--- src/rtl/alu_pkg.sv ---
// Shared definitions for the ALU: opcode encoding, shift direction
// constants and the shift-amount width helper.
package alu_pkg;

  typedef enum logic [2:0] {
    OP_ADD   = 3'd0,
    OP_SUB   = 3'd1,
    OP_AND   = 3'd2,
    OP_OR    = 3'd3,
    OP_XOR   = 3'd4,
    OP_SHIFT = 3'd5
  } op_e;

  localparam logic DIR_LEFT  = 1'b0;
  localparam logic DIR_RIGHT = 1'b1;

  // Number of low bits of operand B used as the shift amount.
  function automatic int unsigned shamt_width(input int unsigned w);
    return (w > 1) ? $clog2(w) : 1;
  endfunction

endpackage

--- src/rtl/alu_shifter.sv ---
// Combinational logical barrel shifter with zero fill; also reports the
// last bit shifted out (0 when the amount is zero).
module alu_shifter
  import alu_pkg::*;
#(
  parameter int unsigned WIDTH = 8,
  localparam int unsigned AW = shamt_width(WIDTH)
) (
  input  logic [WIDTH-1:0] a_i,
  input  logic [AW-1:0]    amt_i,
  input  logic             dir_i,
  output logic [WIDTH-1:0] shifted_o,
  output logic             shout_o
);

  function automatic logic [WIDTH:0] rev(input logic [WIDTH:0] v);
    logic [WIDTH:0] r;
    r = '0;
    for (int unsigned i = 0; i <= WIDTH; i++) begin
      r[i] = v[WIDTH-i];
    end
    return r;
  endfunction

  logic [WIDTH:0] stage;
  logic [WIDTH:0] outv;

  // One guard bit catches the shift-out. Right shifts reuse the left-shift
  // stages on the bit-reversed {a, guard} vector and reverse back afterwards.
  always_comb begin
    stage     = '0;
    outv      = '0;
    shifted_o = '0;
    shout_o   = 1'b0;
    unique case (dir_i)
      DIR_LEFT:  stage = {1'b0, a_i};
      DIR_RIGHT: stage = rev({a_i, 1'b0});
      default:   stage = '0;
    endcase
    for (int unsigned k = 0; k < AW; k++) begin
      if (amt_i[k]) begin
        stage = stage << (1 << k);
      end
    end
    unique case (dir_i)
      DIR_LEFT: begin
        outv      = stage;
        shifted_o = outv[WIDTH-1:0];
        shout_o   = outv[WIDTH];
      end
      DIR_RIGHT: begin
        outv      = rev(stage);
        shifted_o = outv[WIDTH:1];
        shout_o   = outv[0];
      end
      default: begin
        shifted_o = '0;
        shout_o   = 1'b0;
      end
    endcase
  end

endmodule

--- src/rtl/alu.sv ---
// Execute-stage integer ALU: add/sub/logic/shift datapath with zero,
// carry and overflow flags, all registered with one-cycle latency.
module alu
  import alu_pkg::*;
#(
  parameter int unsigned WIDTH = 8
) (
  input  logic             clk,
  input  logic             rst_n,
  input  logic [WIDTH-1:0] a,
  input  logic [WIDTH-1:0] b,
  input  logic [2:0]       op,
  input  logic             dir,
  output logic [WIDTH-1:0] result,
  output logic             zero,
  output logic             carry,
  output logic             overflow
);

  localparam int unsigned AW = shamt_width(WIDTH);

  logic [WIDTH:0]   sum;
  logic [WIDTH:0]   diff;
  logic [WIDTH-1:0] sh_val;
  logic             sh_out;
  op_e              opc;

  logic [WIDTH-1:0] result_d, result_q;
  logic             zero_d, zero_q;
  logic             carry_d, carry_q;
  logic             ovf_d, ovf_q;

  alu_shifter #(
    .WIDTH(WIDTH)
  ) u_shifter (
    .a_i      (a),
    .amt_i    (b[AW-1:0]),
    .dir_i    (dir),
    .shifted_o(sh_val),
    .shout_o  (sh_out)
  );

  assign opc  = op_e'(op);
  assign sum  = {1'b0, a} + {1'b0, b};
  // Bit WIDTH of the extended difference is the unsigned borrow.
  assign diff = {1'b0, a} - {1'b0, b};

  always_comb begin
    result_d = '0;
    carry_d  = 1'b0;
    ovf_d    = 1'b0;
    case (opc)
      OP_ADD: begin
        result_d = sum[WIDTH-1:0];
        carry_d  = sum[WIDTH];
        ovf_d    = (a[WIDTH-1] == b[WIDTH-1]) && (sum[WIDTH-1] != a[WIDTH-1]);
      end
      OP_SUB: begin
        result_d = diff[WIDTH-1:0];
        carry_d  = diff[WIDTH];
        ovf_d    = (a[WIDTH-1] != b[WIDTH-1]) && (diff[WIDTH-1] != a[WIDTH-1]);
      end
      OP_AND:   result_d = a & b;
      OP_OR:    result_d = a | b;
      OP_XOR:   result_d = a ^ b;
      OP_SHIFT: begin
        result_d = sh_val;
        carry_d  = sh_out;
      end
      default: begin
        result_d = '0;
        carry_d  = 1'b0;
        ovf_d    = 1'b0;
      end
    endcase
    zero_d = (result_d == '0);
  end

  always_ff @(posedge clk or negedge rst_n) begin
    if (!rst_n) begin
      result_q <= '0;
      zero_q   <= 1'b1;
      carry_q  <= 1'b0;
      ovf_q    <= 1'b0;
    end else begin
      result_q <= result_d;
      zero_q   <= zero_d;
      carry_q  <= carry_d;
      ovf_q    <= ovf_d;
    end
  end

  assign result   = result_q;
  assign zero     = zero_q;
  assign carry    = carry_q;
  assign overflow = ovf_q;

endmodule

--- config.mk ---
export PLATFORM = sky130hd
export DESIGN_NAME = alu
export DESIGN_NICKNAME = d
export VERILOG_FILES = /design/src/rtl/alu_pkg.sv /design/src/rtl/alu_shifter.sv /design/src/rtl/alu.sv
export SDC_FILE = /design/constraint.sdc
export NUM_CORES = 1
export LEC_CHECK = 0
export ABC_AREA = 1
export CAP_MARGIN = 25
export CORE_UTILIZATION = 56
export CTS_BUF_LIST = sky130_fd_sc_hd__clkbuf_2
export DETAILED_ROUTE_END_ITERATION = 8
export GPL_TIMING_DRIVEN = 0
export PLACE_DENSITY = 0.83
export SLEW_MARGIN = 20
export SYNTH_ARGS = -nofsm -noshare
export SYNTH_HDL_FRONTEND = slang
export SYNTH_SLANG_ARGS = --single-unit
--- constraint.sdc ---
create_clock -name clk -period 0.8 [get_ports clk]
set_input_delay 0.16 -clock clk [delete_from_list [all_inputs] [get_ports clk]]
set_output_delay 0.16 -clock clk [all_outputs]
set_load 0.02 [all_outputs]
# Yosys cells after proc, flatten, opt, wreduce, memory -nomap -nowiden
# Cells that the tools add are included.
classes:
  n_addsub: 2
  mul: 0
  div_mod_pow: 0
  n_lt_le_gt_ge: 0
  n_eq_ne: 9
  shifts: 0
  muxes: 8
  bitwise_logic: 4
  reduce_logical: 4
ops:
  columns: ["operator", "n"]
  rows:
  - ["one-hot mux 8 bit (6 select lines)", 1]
  - ["two-way mux 9 bit", 3]
  - ["one-hot mux 8 bit (2 select lines)", 1]
  - ["adder 8 x 8 -> 9 bit", 1]
  - ["subtractor 8 x 8 -> 9 bit", 1]
  - ["bitwise AND 8 bit", 1]
  - ["logical NOT 8 bit", 1]
  - ["two-way mux 8 bit", 1]
  - ["bitwise OR 8 bit", 1]
  - ["XOR 8 bit", 1]
  - ["equality test 3 x 2 -> 1 bit (second input constant)", 2]
  - ["equality test 3 bit (second input constant)", 2]
  - ["equality test 3 x 1 -> 1 bit (second input constant)", 1]
  - ["logical NOT 3 bit", 1]
  - ["!= test 1 bit", 3]
  - ["one-hot mux 1 bit (3 select lines)", 1]
  - ["logical AND 1 bit", 2]
  - ["one-hot mux 1 bit (2 select lines)", 1]
  - ["equality test 1 bit", 1]
  - ["inverter 1 bit", 1]
totals:
  reg_bits: 11
  latch_bits: 0
  ramBits: 0
  mem_bits_ro: 0
  inputBits: 22
  output_inout_bits: 11
  elab_cells: 31
  memories: 0

# Logic depth before layout (Yosys ltp)
logic_depth:
  depth_word: 7
  depth_mapped: 17
  depth_no_buf: 16

# Cells and area by module
# Synthesis repeated with hierarchy kept, for this count alone.
hier_totals:
  hier_cells: 384
  area_unflattened_um2: 2322.2
by_module_without_submodules:
  columns: ["module", "n_inst", "cells_per_inst", "area_per_inst_um2", "seq_area_each_um2"]
  rows:
  - ["alu", 1, 277, 1750.4, 276.5]
  - ["alu_shifter", 1, 107, 571.8, 0.0]

# Least setup slack after synthesis
# Ideal clock, no wire load.
synth_timing:
  path_kind: "input to register"
  start: "input port b[1]"
  end: "register zero_q (netlist: zero)"
  setup_ps: 64
  arrival_ps: 1546
  t_required_ps: 736
  slack_ps: -810
  path_stages: 16
  n_path_buf: 1
  path_cell_list: "buf_2 > inv_2 > ha_1 > inv_1 > nand3_1 > nand2_1 > nand2_1 > nand2_1 > nand2_1 > nand3_1 > nand2_1 > inv_1 > nand3_1 > nor2_1 > nand2_1 > nor2_2"
synth_via:
  elab_chain_cells: 5
  word_cells_on_any_way: 10
  classes_between: "add/sub: 2; mux: 4; bitwise: 3; reduce/logical: 1"
synth_rtl:
  columns: ["element", "line_no", "text"]
  rows:
  - ["start, declared", "alu.sv:11", "input logic [WIDTH-1:0] b,"]
  - ["branches (longest 3 deep; another with subtractor 8 x 8 -> 9 bit)", null, null]
  - ["one-hot mux 8 bit (6 select lines) *", "alu.sv:52", "case (opc)"]
  - ["named net result_d[7]", "alu.sv:28", "logic [WIDTH-1:0] result_d, result_q;"]
  - ["logical NOT 8 bit *", "alu.sv:76", "zero_d = (result_d == '0);"]
  - ["named net zero_d", "alu.sv:29", "logic zero_d, zero_q;"]
  - ["end signal, assigned", "alu.sv:87", "zero_q <= zero_d;"]
  - ["end, declared", "alu.sv:29", null]
# Mark *: on every way through the listed nets, which the timed path passes.

# Final worst setup path
layout_timing:
  start: "input port b[5]"
  end: "register zero_q (netlist: zero)"
layout_via:
  elab_chain_cells: 3
  word_cells_on_any_way: 7
  classes_between: "add/sub: 2; mux: 1; bitwise: 3; reduce/logical: 1"
layout_rtl:
  columns: ["element", "line_no"]
  rows:
  - ["subtractor 8 x 8 -> 9 bit / adder 8 x 8 -> 9 bit (equally long branches)", "alu.sv:46, alu.sv:44"]
  - ["one-hot mux 8 bit (6 select lines) *", "alu.sv:52"]
  - ["named net result_d[7]", "alu.sv:28"]
  - ["logical NOT 8 bit *", "alu.sv:76"]
  - ["named net zero_d", "alu.sv:29"]
# Mark *: on every way through the listed nets, which the timed path passes. The rest lies on a longest branch.

==> flow_metrics.tcl <==
set metrics [dict create \
    clkTransAtPathRegs_ps 120 \
    cts_tree "done" \
    pin_count 33 \
    diodes 0 \
    fmax_mhz 571 \
    syn_inst 335 \
    status "finished, violations left" \
    p_leak_nw 1.60 \
    ys.flop_type "dfrtp_1" \
    dp_cells 412 \
    violations "DRC, setup timing" \
    path_cells "buf_2 -> inv_2 -> buf_4 -> ha_1 -> nand2_1 -> nand2_1 -> a21oi_2 -> nand2_2 -> nand2_1 -> nand3_1 -> nand2_1 -> inv_1 -> nand3_2 -> nor2_1 -> nand2_1 -> nor2_2" \
    relSlewSlack 0.635 \
    drc 167 \
    drtAntennaViolNets 0 \
    critPathKind "input port to flop" \
    cp_common_cell "nand2_1" \
    final.min_clock_period_ps 1750 \
    dr.pass1.iters 9 \
    slew_viol_final 0 \
    finalHoldViolCount 0 \
    tightest_slew_ps 541 \
    ys_ff_latch 11 \
    required_ps 1010 \
    syn_nets 384 \
    async_flop_share 1.00 \
    grt_max_degree 12 \
    wl_per_cell_um 25.1 \
    core_um2 3440 \
    yosysTopAreaCell "nand2_1" \
    crit_path_max_incr_delay_ps 270 \
    postSynthAreaPerCell_um2 6.19 \
    cts-root-buf "clkbuf_2" \
    synth_edf_count 0 \
    crit_fanout 2 \
    die_w_um 62.8 \
    rsz0062_at_grt "true" \
    viasPerCell 7.38 \
    ys_seq_area_frac 0.133 \
    cts_buffer_depth 2 \
    postCtsHoldBufs 0 \
    vdd_drop_max_v 0.000528 \
    ys_types 39 \
    hold_ws_ps 182 \
    drt_iter0_drc 1239 \
    routed_wirelength_um 11200 \
    finalNonFillerCells 445 \
    vias 3284 \
    gr-total-overflow 0 \
    arrival_ps 1960 \
    ys.warnings.count 0 \
    setup_ws_ps -953 \
    gp_congestion 0.985 \
    drive_gt1_frac 0.479 \
    final_util 0.949 \
    htree_levels 1 \
    antenna_found_initial 0 \
    synth_most_common_cell "nand2_1" \
    p_total_mw 3.49 \
    synth_area_leaders "nand2_1 (17%), ha_1 (15%), nand3_1 (13%)" \
    clock_sinks 11 \
    min_path_type "input port to asynchronous set/reset pin" \
    areaGrowthSynthToFinish_pct 57.5 \
    placed_cell_area_um2 2730 \
    fill_cells 101 \
    cts_made_buffers 3 \
    io_buffers 31 \
    cp-start-kind "input port" \
    fp.dieArea_um2 3950 \
    synth_top_area_frac 0.168 \
    place_hpwl_um 4750 \
    die_h_um 62.8 \
    nets 449 \
    period_share 2.19 \
    grt_pass1_vias 2505 \
    grt_first_pass_wirelength_um 11500 \
    worstSetupEndpointType "flop" \
    setup_violations 22 \
    syn_area_um2 2070 \
    fp-row-count 21 \
    power.density_nw_per_um2 1070 \
    post-route-cell-area_um2 3270 \
    drv_cap 0 \
    slowest_stage "ha_1" \
    start_util 0.602 \
    synthTopCellsByCount "nand2_1 (93), nand3_1 (54), inv_1 (37)" \
    grt_usage 0.368 \
]
## flip-flops by register name, indices dropped and copies added, names as in the netlist
| register | cells |
|---|---|
| result | 8 |
| carry | 1 |
| zero | 1 |
| overflow | 1 |
## per-stage QoR
step | worst slack, ps | setup TNS [ps]
after floorplan | -677 | -5170
after global placement | -1640 | -18510
after detailed placement | -1670 | -18900
after CTS | -677 | -6430
after global routing | -1020 | -9710
final | -953 | -9060
## worst paths after layout
check / from / endpoint
min in group clk: op[2] / result[0]$_DFF_PN0_
worst min-delay path: rst_n / result[2]$_DFF_PN0_
worst max-delay path: b[5] / zero$_DFF_PN1_
max in group asynchronous: rst_n / zero$_DFF_PN1_
## worst max-delay path, delay by kind of cell
kind	cells	cell delay, ps
AND/OR/NAND/NOR	10	1050
adder cells (fa/ha/maj)	1	270
buffers and inverters	4	410
AO/OA/AOI/OAI	1	70
## layer usage
metal,track usage,up-vias,wire [um]
li1,-,1227,-
met4,0.151,0,1460
met3,0.0657,221,1860
met5,0,-,0
met1,0.449,1384,3380
met2,0.632,452,4480
## layout make-up
cell class	count	area (um^2)	share of cell area
clock buffer	4	20.0	0.00613
multi-input combinational	266	1930	0.592
timing repair buffer	63	621	0.190
tap	46	57.6	0.0176
inverter	50	285	0.0874
sequential	11	277	0.0847
buffer	5	73.8	0.0226
## timing repair
action | 4_1_cts | 5_1_grt
cloned | 0 | 0
endpoints found under the setup margin | 22 | 22
gates resized for setup | 206 | 45
buffers inserted | 17 | 15
pin swaps | 30 | 26
## report_power, final
group          leakage (nW)  switching [mW]  total, mW  internal (mW)
combinational          1.45            1.52       2.51          0.991
sequential            0.138          0.0302      0.655          0.625
clock                0.0166           0.195      0.327          0.133
## cell usage in the layout, fill, tap and decap left out, types with 2 or more instances in the layout
cell type | synthesis | final
fa_2 | 0 | 2
nand3_1 | 54 | 46
o21ai_1 | 2 | 4
xor2_1 | 2 | 2
nand3_4 | 1 | 2
dfrtp_1 | 10 | 10
a21oi_4 | 0 | 3
inv_1 | 37 | 16
and2_1 | 2 | 2
nor2_2 | 6 | 10
nor2_4 | 0 | 3
nand2_2 | 6 | 25
ha_4 | 0 | 10
inv_4 | 1 | 7
buf_2 | 3 | 4
o22ai_2 | 1 | 2
a21oi_2 | 1 | 6
buf_6 | 2 | 16
buf_4 | 3 | 34
nand2_4 | 1 | 4
nor3_4 | 1 | 2
buf_12 | 0 | 9
inv_12 | 0 | 2
nand3_2 | 4 | 11
clkbuf_2 | 0 | 4
o22ai_1 | 5 | 4
inv_8 | 0 | 5
nor2_1 | 19 | 12
inv_2 | 12 | 18
nand4_1 | 6 | 6
ha_1 | 25 | 15
nand2_1 | 93 | 71
a21oi_1 | 20 | 12
## cells by family (layout without fill, tap and decap cells)
| logic type | count (synthesis) | in the layout | synth area share |
|---|---|---|---|
| AND/OR/NAND/NOR | 196 | 196 | 0.446 |
| buffers and inverters | 58 | 122 | 0.121 |
| adder cells (fa/ha/maj) | 27 | 27 | 0.170 |
| flip-flops | 11 | 11 | 0.133 |
| XOR/XNOR | 3 | 3 | 0.0127 |
| AO/OA/AOI/OAI | 40 | 40 | 0.117 |
Note: power is estimated with default switching activity, not from simulation.
